File: config.mk
export PLATFORM = sky130hd
export DESIGN_NAME = dsp48_mac_sequencer
export DESIGN_NICKNAME = d
export VERILOG_FILES = /design/src/rtl/dsp_seq_pkg.sv /design/src/rtl/dsp_tag_pipe.sv /design/src/rtl/dsp48_mac_sequencer.sv
export SDC_FILE = /design/constraint.sdc
export NUM_CORES = 1
export LEC_CHECK = 0
export ABC_CLOCK_PERIOD_IN_PS = 3500
export BUFFER_PORTS_ARGS = -buffer_cell sky130_fd_sc_hd__buf_2
export CAP_MARGIN = 20
export CORE_ASPECT_RATIO = 0.75
export CORE_MARGIN = 5
export CORE_UTILIZATION = 49
export DETAILED_ROUTE_END_ITERATION = 16
export MAX_ROUTING_LAYER = met4
export PLACE_DENSITY = 0.92
export SLEW_MARGIN = 20
export SYNTH_ARGS = -nofsm -noshare
export SYNTH_HDL_FRONTEND = slang
export SYNTH_SLANG_ARGS = --single-unit
export TNS_END_PERCENT = 50
File: constraint.sdc
create_clock -name clk -period 3.5 [get_ports clk]
set_input_delay 0.35 -clock clk [delete_from_list [all_inputs] [get_ports clk]]
set_output_delay 0.35 -clock clk [all_outputs]
set_load 0.005 [all_outputs]
File: src/rtl/dsp_seq_pkg.sv
// Shared types and OPMODE encodings for the DSP48A1 MAC sequencer.
package dsp_seq_pkg;

  typedef enum logic [1:0] {IDLE, RUN, DRAIN, DONE} state_t;

  // OPMODE = {sub, pre_sub, cin, pre_en, Z[1:0], X[1:0]}
  localparam logic [7:0] OPM_FIRST = 8'h01;
  localparam logic [7:0] OPM_ACC   = 8'h09;
  localparam logic [7:0] OPM_SUB   = 8'h89;
  localparam logic [7:0] OPM_HOLD  = 8'h08;

  typedef struct packed {
    logic valid;
    logic first;
    logic last;
  } tag_t;

endpackage

File: src/rtl/dsp_tag_pipe.sv
// Two-stage tag shift register that follows each operand through A1/B1 and M.
module dsp_tag_pipe
  import dsp_seq_pkg::*;
(
  input  logic clk,
  input  logic rst_n,
  input  tag_t tag_in,
  output tag_t s1,
  output tag_t s2
);

  localparam int STAGES = 2;

  tag_t [STAGES:1] tag_pipe;

  always_ff @(posedge clk or negedge rst_n) begin
    if (!rst_n) begin
      tag_pipe <= '0;
    end else begin
      for (int i = STAGES; i > 1; i--) tag_pipe[i] <= tag_pipe[i-1];
      tag_pipe[1] <= tag_in;
    end
  end

  assign s1 = tag_pipe[1];
  assign s2 = tag_pipe[2];

endmodule

File: src/rtl/dsp48_mac_sequencer.sv
// Runs one DSP48A1 slice (A1/B1, M, OPMODE, P registered) as a streaming MAC.
module dsp48_mac_sequencer
  import dsp_seq_pkg::*;
#(
  parameter int LEN_W = 10
) (
  input  logic             clk,
  input  logic             rst_n,
  input  logic             start,
  input  logic [LEN_W-1:0] len,
  input  logic             acc_sub,
  output logic             busy,
  input  logic             op_valid,
  output logic             op_ready,
  input  logic [17:0]      op_a,
  input  logic [17:0]      op_b,
  output logic [17:0]      dsp_a,
  output logic [17:0]      dsp_b,
  output logic             dsp_cea,
  output logic             dsp_ceb,
  output logic             dsp_cem,
  output logic             dsp_ceopmode,
  output logic             dsp_cep,
  output logic [7:0]       dsp_opmode,
  input  logic [47:0]      dsp_p,
  output logic             res_valid,
  input  logic             res_ready,
  output logic [47:0]      result
);

  state_t           state, state_nxt;
  logic [LEN_W-1:0] remaining;
  logic             sub_q;
  logic             first_q;
  logic             p_last;
  logic [47:0]      result_q;
  logic             accept;
  tag_t             tag_in, s1, s2;
  logic             unused_tag;

  assign busy         = (state != IDLE);
  assign op_ready     = (state == RUN) && (remaining != '0);
  assign accept       = op_valid & op_ready;
  assign dsp_a        = op_a;
  assign dsp_b        = op_b;
  assign dsp_cea      = accept;
  assign dsp_ceb      = accept;
  assign dsp_cem      = busy;
  assign dsp_ceopmode = 1'b1;
  assign dsp_cep      = s2.valid;
  assign res_valid    = (state == DONE);
  assign result       = result_q;
  assign unused_tag   = s1.last ^ s2.first;

  assign tag_in = '{valid: accept,
                    first: accept & first_q,
                    last:  accept & (remaining == LEN_W'(1))};

  dsp_tag_pipe u_tag_pipe (
    .clk    (clk),
    .rst_n  (rst_n),
    .tag_in (tag_in),
    .s1     (s1),
    .s2     (s2)
  );

  // Driven from s1 so the OPMODE register lines up with the element sitting in M.
  always_comb begin
    dsp_opmode = busy ? OPM_HOLD : 8'h00;
    if (s1.valid) dsp_opmode = s1.first ? OPM_FIRST : (sub_q ? OPM_SUB : OPM_ACC);
  end

  always_comb begin
    state_nxt = state;
    case (state)
      IDLE:  if (start) state_nxt = (len != '0) ? RUN : DONE;
      RUN:   if (accept && remaining == LEN_W'(1)) state_nxt = DRAIN;
      DRAIN: if (p_last) state_nxt = DONE;
      DONE:  if (res_ready) state_nxt = IDLE;
      default: state_nxt = IDLE;
    endcase
  end

  always_ff @(posedge clk or negedge rst_n) begin
    if (!rst_n) begin
      state     <= IDLE;
      remaining <= '0;
      sub_q     <= 1'b0;
      first_q   <= 1'b0;
      p_last    <= 1'b0;
      result_q  <= '0;
    end else begin
      state  <= state_nxt;
      // High in the cycle after the last element has landed in P.
      p_last <= s2.valid & s2.last;
      case (state)
        IDLE: if (start) begin
          remaining <= len;
          sub_q     <= acc_sub;
          first_q   <= 1'b1;
          if (len == '0) result_q <= '0;
        end
        RUN: if (accept) begin
          remaining <= remaining - LEN_W'(1);
          first_q   <= 1'b0;
        end
        DRAIN: if (p_last) result_q <= dsp_p;
        default: ;
      endcase
    end
  end

endmodule

# After elaboration in Yosys (flattened, before gate mapping)
# Index checks and enable logic that the tools add are counted.
# totals
regBits	68
latch_bits	0
ramBits	0
mem_bits_ro	0
inputBits	100
output_inout_bits	100
elab_cells	59
n_memories	0
# classes
add_sub_neg	1
n_mul	0
div_mod_pow	0
order_cmp	0
eq_ne	10
shift	0
n_mux	20
bitwise	4
n_reduce_logical	13
# op_table
op	n
48-bit two-way mux	3
48-bit one-hot mux with 2 select lines	1
8-bit two-way mux	3
10-bit two-way mux	2
10-bit one-hot mux with 2 select lines	1
10-bit nonzero test	2
10-bit by 1-bit == test with 1-bit output (second input constant)	1
10-bit zero test	1
2-bit two-way mux	5
10-bit by 1-bit subtractor with 10-bit output (second input constant)	1
2-bit inequality test (second input constant)	4
2-bit one-hot mux with 4 select lines	1
4-bit AND reduction	2
2-bit nonzero test	3
1-bit bitwise AND	4
2-bit == test (second input constant)	2
4-bit two-way mux	1
2-bit by 1-bit inequality test with 1-bit output (second input constant)	2
3-bit AND reduction	1
2-bit by 1-bit == test with 1-bit output (second input constant)	1
1-bit logical AND	2
2-bit zero test	1
1-bit two-way mux	2
1-bit one-hot mux with 2 select lines	1
2-bit AND reduction	1

# Depth between registers and ports, before layout
# Gate-level depths: netlist of run 1.
# logic_depth
ltp_word	6
ltp_mapped	8
depth_no_buf	6

# Hierarchy
# From an unflattened synthesis of run 1, not the netlist that was laid out.
# hier_totals
cells_unflattened	382
area_unflattened_um2	3702.3
# modules_own_cells
mod	instances	cells_per_inst	area_per_inst_um2	seq_area_each_um2
dsp48_mac_sequencer	1	376	3552.2	1576.5
dsp_tag_pipe	1	6	150.1	150.1

# Worst setup path before layout of run 1
# Ideal clock, no wire load.
# synth_timing
path_kind	reg2reg
startpoint	register state[0]
endpoint	register result_q[28] (netlist: result[28])
setup_time_ns	0.079
arrival_ns	1.833
required_time_ns	3.421
slack_ns	1.587
path_stages_with_launch	9
n_path_buf	2
synth_period_minus_slack_ns	1.913
path_cell_list	dfrtp_1 -> inv_1 -> ha_1 -> nor3b_1 -> nand3_1 -> a211oi_2 -> buf_6 -> buf_6 -> mux2i_1
# synth_between
elab_chain_len	3
word_cells_on_any_way	8
cone_classes	eq/ne: 4; mux: 1; reduce/logical: 3
# synth_rtl
element	line	rtl
start: declaration	dsp48_mac_sequencer.sv:31	state_t state, state_nxt;
start signal: assignment	dsp48_mac_sequencer.sv:93	state <= state_nxt;
2-bit == test / 2-bit zero test (equally long branches)	dsp48_mac_sequencer.sv:96	case (state)
2-bit inequality test (no line) / 2-bit nonzero test (equally long branches)	-	
4-bit AND reduction (no line)	-	
end signal: assignment	dsp48_mac_sequencer.sv:107	DRAIN: if (p_last) result_q <= dsp_p;
end: declaration	dsp48_mac_sequencer.sv:36	logic [47:0] result_q;
# Parallel ways exist; a longest one is shown, timed or not.
# A chain may end at the register's enable or synchronous reset.

# Worst setup path in the final report of run 1
# layout_timing
startpoint	register state[1]
endpoint	output op_ready
# layout_between
elab_chain_len	2
# layout_rtl
element	line	rtl
2-bit by 1-bit == test with 1-bit output	dsp48_mac_sequencer.sv:42	assign op_ready = (state == RUN) && (remaining != '0);
1-bit logical AND	dsp48_mac_sequencer.sv:42	
end: declaration	dsp48_mac_sequencer.sv:14	output logic op_ready,
# No other way between the ends.

==> key figures, run 1 <==
Place
  • GP Congestion: about 0.86
  • Dpl hpwl: about 6.5 mm
  • IO buf count: 121
  • Post-place setup slack: 0.985 ns
  • Placed insts: 552

Global route
  • Antenna violations before repair: 0
  • First-pass GRT wire length: roughly 14 mm
  • Vias in the first global route: 2841
  • Largest net degree at the start of global routing: 42
  • All-Layer GR Usage: 19.0%
  • Total global routing overflow: 0

Pwr
  • Total power draw: 3.04 mW
  • P per Cell Area: 716 nW/um2
  • LEAKAGE: 2.09 nW
  • Worst-case vdd ir drop: about 0.39 mV

Synth
  • Xor and xnor area share after synthesis: 0%
  • Post-Syn Area: 3670 um2
  • Post-Syn Area per Cell: 9.61 um2
  • Post-synthesis mux area share: 14.8%
  • Post-Synth Simple-Gate Area: 12.8%
  • Synth Register Bits: 68
  • Top FF cell, synth: dfrtp_1
  • Synth warnings: 0
  • Distinct cells, synth: 38
  • EDFF count, synth: 0
  • Cell count after synthesis: ~380
  • Register area share after synthesis: a little under half
  • Synth Area in Adders: 2.39%
  • Largest family of logic cells by synthesized area: buffers and inverters
  • Ys async rst share: 100%
  • Synth Area in Compound Gates: 6.37%

Clock network
  • Clock sink total: 68
  • Clock Latency Late Sink: 0.34 ns
  • Number of setup buffers added after CTS: 0
  • TritonCTS buffer count: 9
  • Maximum level of the CTS H-tree: 3
  • CTS tree: done
  • Root Buffer: clkbuf_8
  • Cts repair resizes: 0
  • CTS clock-pin slew for the worst setup and hold paths: 0.07 ns
  • Hold bufs inserted after CTS: 0
  • Longest Clk Path Bufs: 2

Critical path
  • Crit end category: primary output
  • Worst path max stage delay: 0.63 ns
  • Slowest cell on the critical path: ha_1
  • Reg2reg start: state[1]
  • Setup Crit Path Kind: reg -> out
  • Critical path origin: state[1]
  • Worst-path cell chain: inv_1, ha_1, inv_1, a21oi_1, buf_2
  • CP Max Fanout: 22
  • WP data arrival: 2.25 ns
  • WP buf/inv: 3
  • Critical path's most frequent cell: inv_1
  • WP data required: 3.15 ns
  • Crit start category: flop
  • Crit path max-delay family: buffers and inverters

Routing
  • Via density per instance: 5.01
  • Antenna Nets Post-Route: 0
  • Total Wirelength: slightly below 9 mm
  • Initial DRC count: 150
  • Via count: 2844
  • Drt first pass iters: 4
  • DRC viols: 0
  • WL/cell: 15.2 um

Layout
  • Layout area overhead: 15.4%
  • Post-route non-filler standard cell count: roughly 570
  • ANT cells: 0
  • Share of cells above drive strength 1: between 30 and 40%
  • Fin nets: 569

STA
  • Fmax: 384 MHz
  • Worst Slack Setup Final: 0.896 ns
  • Count of final setup violators: 0
  • Max-slew headroom: 45.8%
  • Least-Margin Pin Slew: a little over 0.8 ns
  • Minimum clock period: roughly 2.6 ns
  • TNS Setup: 0 ns
  • Unrepaired setup endpoints after global routing: no
  • Pins Over Slew Limit: 0
  • Final worst-path cycle share: 74.4%
  • Skew final: 0.0114 ns
  • Final hold vios: 0

Floorplan
  • Num ports: 200
  • Core box area: 7330 um2
  • Starting Density: 50.1%
  • Die Footprint: 9340 um2
  • Site Rows: 27
  • Die height: 85.0 um
  • Width of the chip: 110 um

Flow run
  • Number of max-cap violations: 0

Hold path
  • Worst Hold Class: in -> async

Outcome
  • Status: complete, no violations
## cell usage after synthesis, types with 5 or more instances
library cell   n  area (um2)
mux2i_1       53         531
nand3_1        5        25.0
a31oi_1        5        31.3
nand2_1       58         218
a21oi_1        9        45.0
clkbuf_1      10        37.5
inv_1         55         206
buf_4         47         353
ha_1           7        87.6
dfrtp_1       68        1700
o21ai_0        8        40.0
nor4_1         7        43.8
nor3_1         6        30.0
## power breakdown
part | leakage (nW) | internal (mW) | switching (mW)
combinational | 1.09 | 0.525 | 0.722
clock | 0.0983 | 0.347 | 0.305
sequential | 0.903 | 0.976 | 0.160
total | 2.09 | 1.85 | 1.19
## area by class of cell
class                      count  area, um2
fill                         645       3090
sequential                    68       1700
clock buffer                  10        138
timing repair buffer         125        636
inverter                      55        206
tap                          101        126
multi-input combinational    203       1370
clock inverter                 6       63.8
## layout by cell type (no fill, tap or decap), drive strengths merged, types with 2 or more instances in the layout
| cell type | n |
|---|---|
| clkinv | 3 |
| clkinvlp | 2 |
| conb | 6 |
| a21oi | 9 |
| o22ai | 2 |
| or3 | 2 |
| mux2i | 53 |
| ha | 7 |
| o31ai | 2 |
| a22o | 2 |
| nor2b | 4 |
| o2bb2ai | 3 |
| clkbuf | 10 |
| dfrtp | 68 |
| nand2b | 2 |
| nor2 | 4 |
| nand2 | 58 |
| a211oi | 2 |
| inv | 55 |
| o21ai | 8 |
| buf | 125 |
| nor3b | 2 |
| nand3 | 5 |
| and2 | 3 |
| nor4 | 7 |
| a31oi | 5 |
| nor3 | 6 |
## worst paths after layout
check | cells past startpoint | end | slack [ns]
max in group asynchronous | 2 | result[22] | 2.48
min in group clk | 3 | result[40] | 0.25
max reg2reg | 6 | remaining[8] | 0.92
max | 5 | op_ready | 0.90
min | 1 | result[13] | 0.05
min reg2reg | 0 | u_tag_pipe.s2[0] | 0.35
## metrics by stage
step / hold WS (ns) / utilization, % / cell area (um2)
final: 0.0547 / 57.8 / 4240
after detailed placement: 0.349 / 55.0 / 4040
after global placement: 0.337 / 55.0 / 4040
after CTS: 0.0682 / 57.8 / 4240
after global routing: 0.101 / 57.8 / 4240
after floorplan: 0.0544 / - / 3690
## worst reg2reg max path: stages (launching register included)
cell and delay [ns]:
dfrtp_1 0.40, inv_1 0.11, ha_1 0.63, mux2i_1 0.20
nor2_1 0.65, nand2_1 0.26, o22ai_1 0.25
## metal layers
| metal | track usage [%] | vias up | wire length (um) |
|---|---|---|---|
| met5 | - | - | 0 |
| met4 | 4.76 | 0 | 88 |
| met3 | 6.62 | 14 | 875 |
| met2 | 28.8 | 161 | 3920 |
| met1 | 24.5 | 1326 | 3770 |
| li1 | - | 1343 | - |
## state kept, by name, indices dropped and copies added (netlist names)
name and cells:
remaining 10, u_tag_pipe.s1 3, state 2, result 48, u_tag_pipe.s2 2, sub_q 1, p_last 1, first_q 1
## kinds of logic after synthesis
| kind of cell | Yosys count |
|---|---|
| flip-flops | 68 |
| adder cells (fa/ha/maj) | 7 |
| multiplexers | 54 |
| other | 2 |
| AO/OA/AOI/OAI | 36 |
| buffers and inverters | 115 |
| AND/OR/NAND/NOR | 100 |
Note: power is estimated with default switching activity, not from simulation.
==> inputs of run 2 (changes only) <==
--- a/config.mk
+++ b/config.mk
@@ -5,15 +5,15 @@
 export SDC_FILE = /design/constraint.sdc
 export NUM_CORES = 1
 export LEC_CHECK = 0
-export ABC_CLOCK_PERIOD_IN_PS = 3500
+export ABC_CLOCK_PERIOD_IN_PS = 2500
 export BUFFER_PORTS_ARGS = -buffer_cell sky130_fd_sc_hd__buf_2
 export CAP_MARGIN = 20
 export CORE_ASPECT_RATIO = 0.75
 export CORE_MARGIN = 5
-export CORE_UTILIZATION = 49
+export CORE_UTILIZATION = 45
 export DETAILED_ROUTE_END_ITERATION = 16
 export MAX_ROUTING_LAYER = met4
-export PLACE_DENSITY = 0.92
+export PLACE_DENSITY = 0.86
 export SLEW_MARGIN = 20
 export SYNTH_ARGS = -nofsm -noshare
 export SYNTH_HDL_FRONTEND = slang
==> constraint.sdc (replaced) <==
create_clock -name clk -period 2.5 [get_ports clk]
set_input_delay 0.25 -clock clk [delete_from_list [all_inputs] [get_ports clk]]
set_output_delay 0.25 -clock clk [all_outputs]
set_load 0.005 [all_outputs]
==> run 2 against run 1 <==
Against the previous run:
- wire length fell by 6.1%
- register-to-register slack worse by 0.67 ns
- core utilization shrank 3.5 points
- final cell count grew 1.1%
- die area rose by 8.0%
- first-iteration DRC count fell by 21%
- clock power is 49% higher
==> key figures, run 2 (same netlist as run 1, synthesis figures left out) <==
Outcome
  • Status: complete, no violations

Layout
  • Fillers: 738 (+14%)
  • Finished Core Util: 54.3% (-3.5 points)
  • ANT cells: 0 (unchanged)
  • Layout area overhead: 17.1%
  • Share of cells above drive strength 1: 30.9% (-0.13 points)
  • Storage cell area: 1700 um2 (unchanged)
  • Most common cell after layout, fill and taps aside: buf_2
  • Max reg flops: 48 (unchanged)
  • Post-route non-filler standard cell count: 574 (+1.1%)
  • Most frequent cells in the layout: 121 x buf_2, 68 x dfrtp_1, 58 x nand2_1, 55 x inv_1, 53 x mux2i_1
  • Area of the multi-input gates: 1370 um2 (unchanged)
  • Post-Layout Inst Area: 4300 um2 (+1.5%)
  • Fin nets: 571 (+0.35%)

Floorplan
  • Core box area: 7920 um2 (+8.0%)
  • Die Footprint: 10100 um2 (+8.0%)
  • Width of the chip: 114 um (+4.0%)
  • Die height: 88.2 um (+3.8%)
  • Starting Density: 46.4% (-3.7 points)
  • Num ports: 200 (unchanged)
  • Site Rows: 28 (+3.7%)

Clock network
  • Clock Latency Late Sink: 0.33 ns (about the same)
  • Cts repair resizes: 0 (unchanged)
  • CTS tree: done
  • Maximum level of the CTS H-tree: 3 (unchanged)
  • Root Buffer: clkbuf_8
  • Clock sink total: 68 (unchanged)
  • CTS clock-pin slew for the worst setup and hold paths: 0.08 ns (about the same)
  • Longest Clk Path Bufs: 2 (unchanged)
  • TritonCTS buffer count: 9 (unchanged)

Global route
  • Total global routing overflow: 0 (unchanged)
  • Vias in the first global route: 2769 (-2.5%)
  • Antenna violations before repair: 0 (unchanged)
  • Largest net degree at the start of global routing: 49 (+17%)
  • All-Layer GR Usage: 16.6% (-2.4 points)
  • First-pass GRT wire length: 13.0 mm (-5.7%)

STA
  • Minimum clock period: 2.25 ns
  • Skew final: 0.00842 ns (-0.00297 ns)
  • Least-Margin Pin Slew: 0.793 ns (-0.0163 ns)
  • Final worst-path cycle share: around 90%
  • TNS Setup: 0 ns (unchanged)
  • WHS: 0.156 ns (+0.101 ns)
  • Fmax: 444 MHz
  • Worst Slack Setup Final: 0.247 ns (-0.648 ns)
  • Final hold vios: 0 (unchanged)
  • Max-slew headroom: 46.9% (+1.1 points)
  • Pins Over Slew Limit: 0 (unchanged)
  • Count of final setup violators: 0 (unchanged)
  • Unrepaired setup endpoints after global routing: no

Routing
  • Via density per instance: 4.91 (-2.0%)
  • Total Wirelength: 8.12 mm (-6.1%)
  • WL/cell: 14.2 um (-7.1%)
  • Drt first pass iters: 6 (+2)
  • DRC viols: 0 (unchanged)
  • Antenna Nets Post-Route: 0 (unchanged)
  • Via count: 2817 (-0.95%)
  • Initial DRC count: 119 (-21%)

Critical path
  • Crit end category: flop
  • Crit start category: flop
  • Crit path max-delay family: buffers and inverters
  • Worst-path cell chain: inv_1, ha_1, nor3b_1, nand3_1, a211oi_4, buf_12, mux2i_1
  • CP Max Fanout: 48 (+120%)
  • WP data arrival: 2.50 ns (+0.25 ns)
  • WP buf/inv: 2 (-1)
  • Setup Crit Path Kind: reg -> reg
  • WP data required: 2.75 ns (-0.40 ns)
  • Slowest cell on the critical path: dfrtp_1
  • Worst path max stage delay: 0.41 ns (-0.22 ns)

Flow run
  • Number of max-cap violations: 0 (unchanged)

Place
  • GP Congestion: 0.892 (+3.5%)
  • Placed insts: 557 (+0.91%)
  • Dpl hpwl: 6.16 mm (-4.6%)
  • Post-place setup slack: 0.277 ns (-0.708 ns)
  • DP Area: 4070 um2 (+0.93%)
  • IO buf count: 121 (unchanged)

Pwr
  • Worst-case vdd ir drop: 0.584 mV (+49%)
  • LEAKAGE: 2.11 nW (+1.0%)
  • Total power draw: 4.31 mW (+42%)
  • P per Cell Area: 1000 nW/um2 (+40%)

Hold path
  • Worst Hold Class: in -> reg
[run 2: area by class of cell]
type | instances | area share (%)
clock buffer | 10 | 2.97
clock inverter | 6 | 2.07
inverter | 55 | 4.80
multi-input combinational | 203 | 31.8
sequential | 68 | 39.6
tap | 105 | 3.06
timing repair buffer | 127 | 15.8
[run 2: where the power goes]
part,total [mW],switching [mW],internal (mW)
sequential,1.58,0.215,1.37
combinational,1.76,1.00,0.755
clock,0.971,0.410,0.562
total,4.31,1.63,2.68
[run 2: path summary, 6_finish.rpt]
check	start	endpoint	slack (ns)	cells past startpoint
worst max-delay path	state[0]	result[27]	0.25	7
worst min-delay path	dsp_p[8]	result[8]	0.16	3
worst max register to register	state[0]	result[27]	0.25	7
worst min register to register	u_tag_pipe.s1[0]	u_tag_pipe.s2[0]	0.35	0
max in group asynchronous	rst_n	state[1]	1.34	3
min in group asynchronous	rst_n	remaining[2]	0.52	2
[run 2: what timing repair did]
action                    4_1_cts  5_1_grt
buffers inserted                0        0
hold endpoints to repair       31        0
hold buffers                    1        0
[run 2: per-layer routing]
layer	GRT usage, %	part of all wire (%)
met4	3.67	0.33
met1	20.8	44
met3	5.81	9.1
met5	-	0
met2	26.4	47
[run 2: worst reg2reg max path, stage by stage, from the launching register on]
cell and delay (ns):
dfrtp_1 0.41, inv_1 0.11, ha_1 0.30, nor3b_1 0.23, nand3_1 0.17, a211oi_4 0.32, buf_12 0.31, mux2i_1 0.32
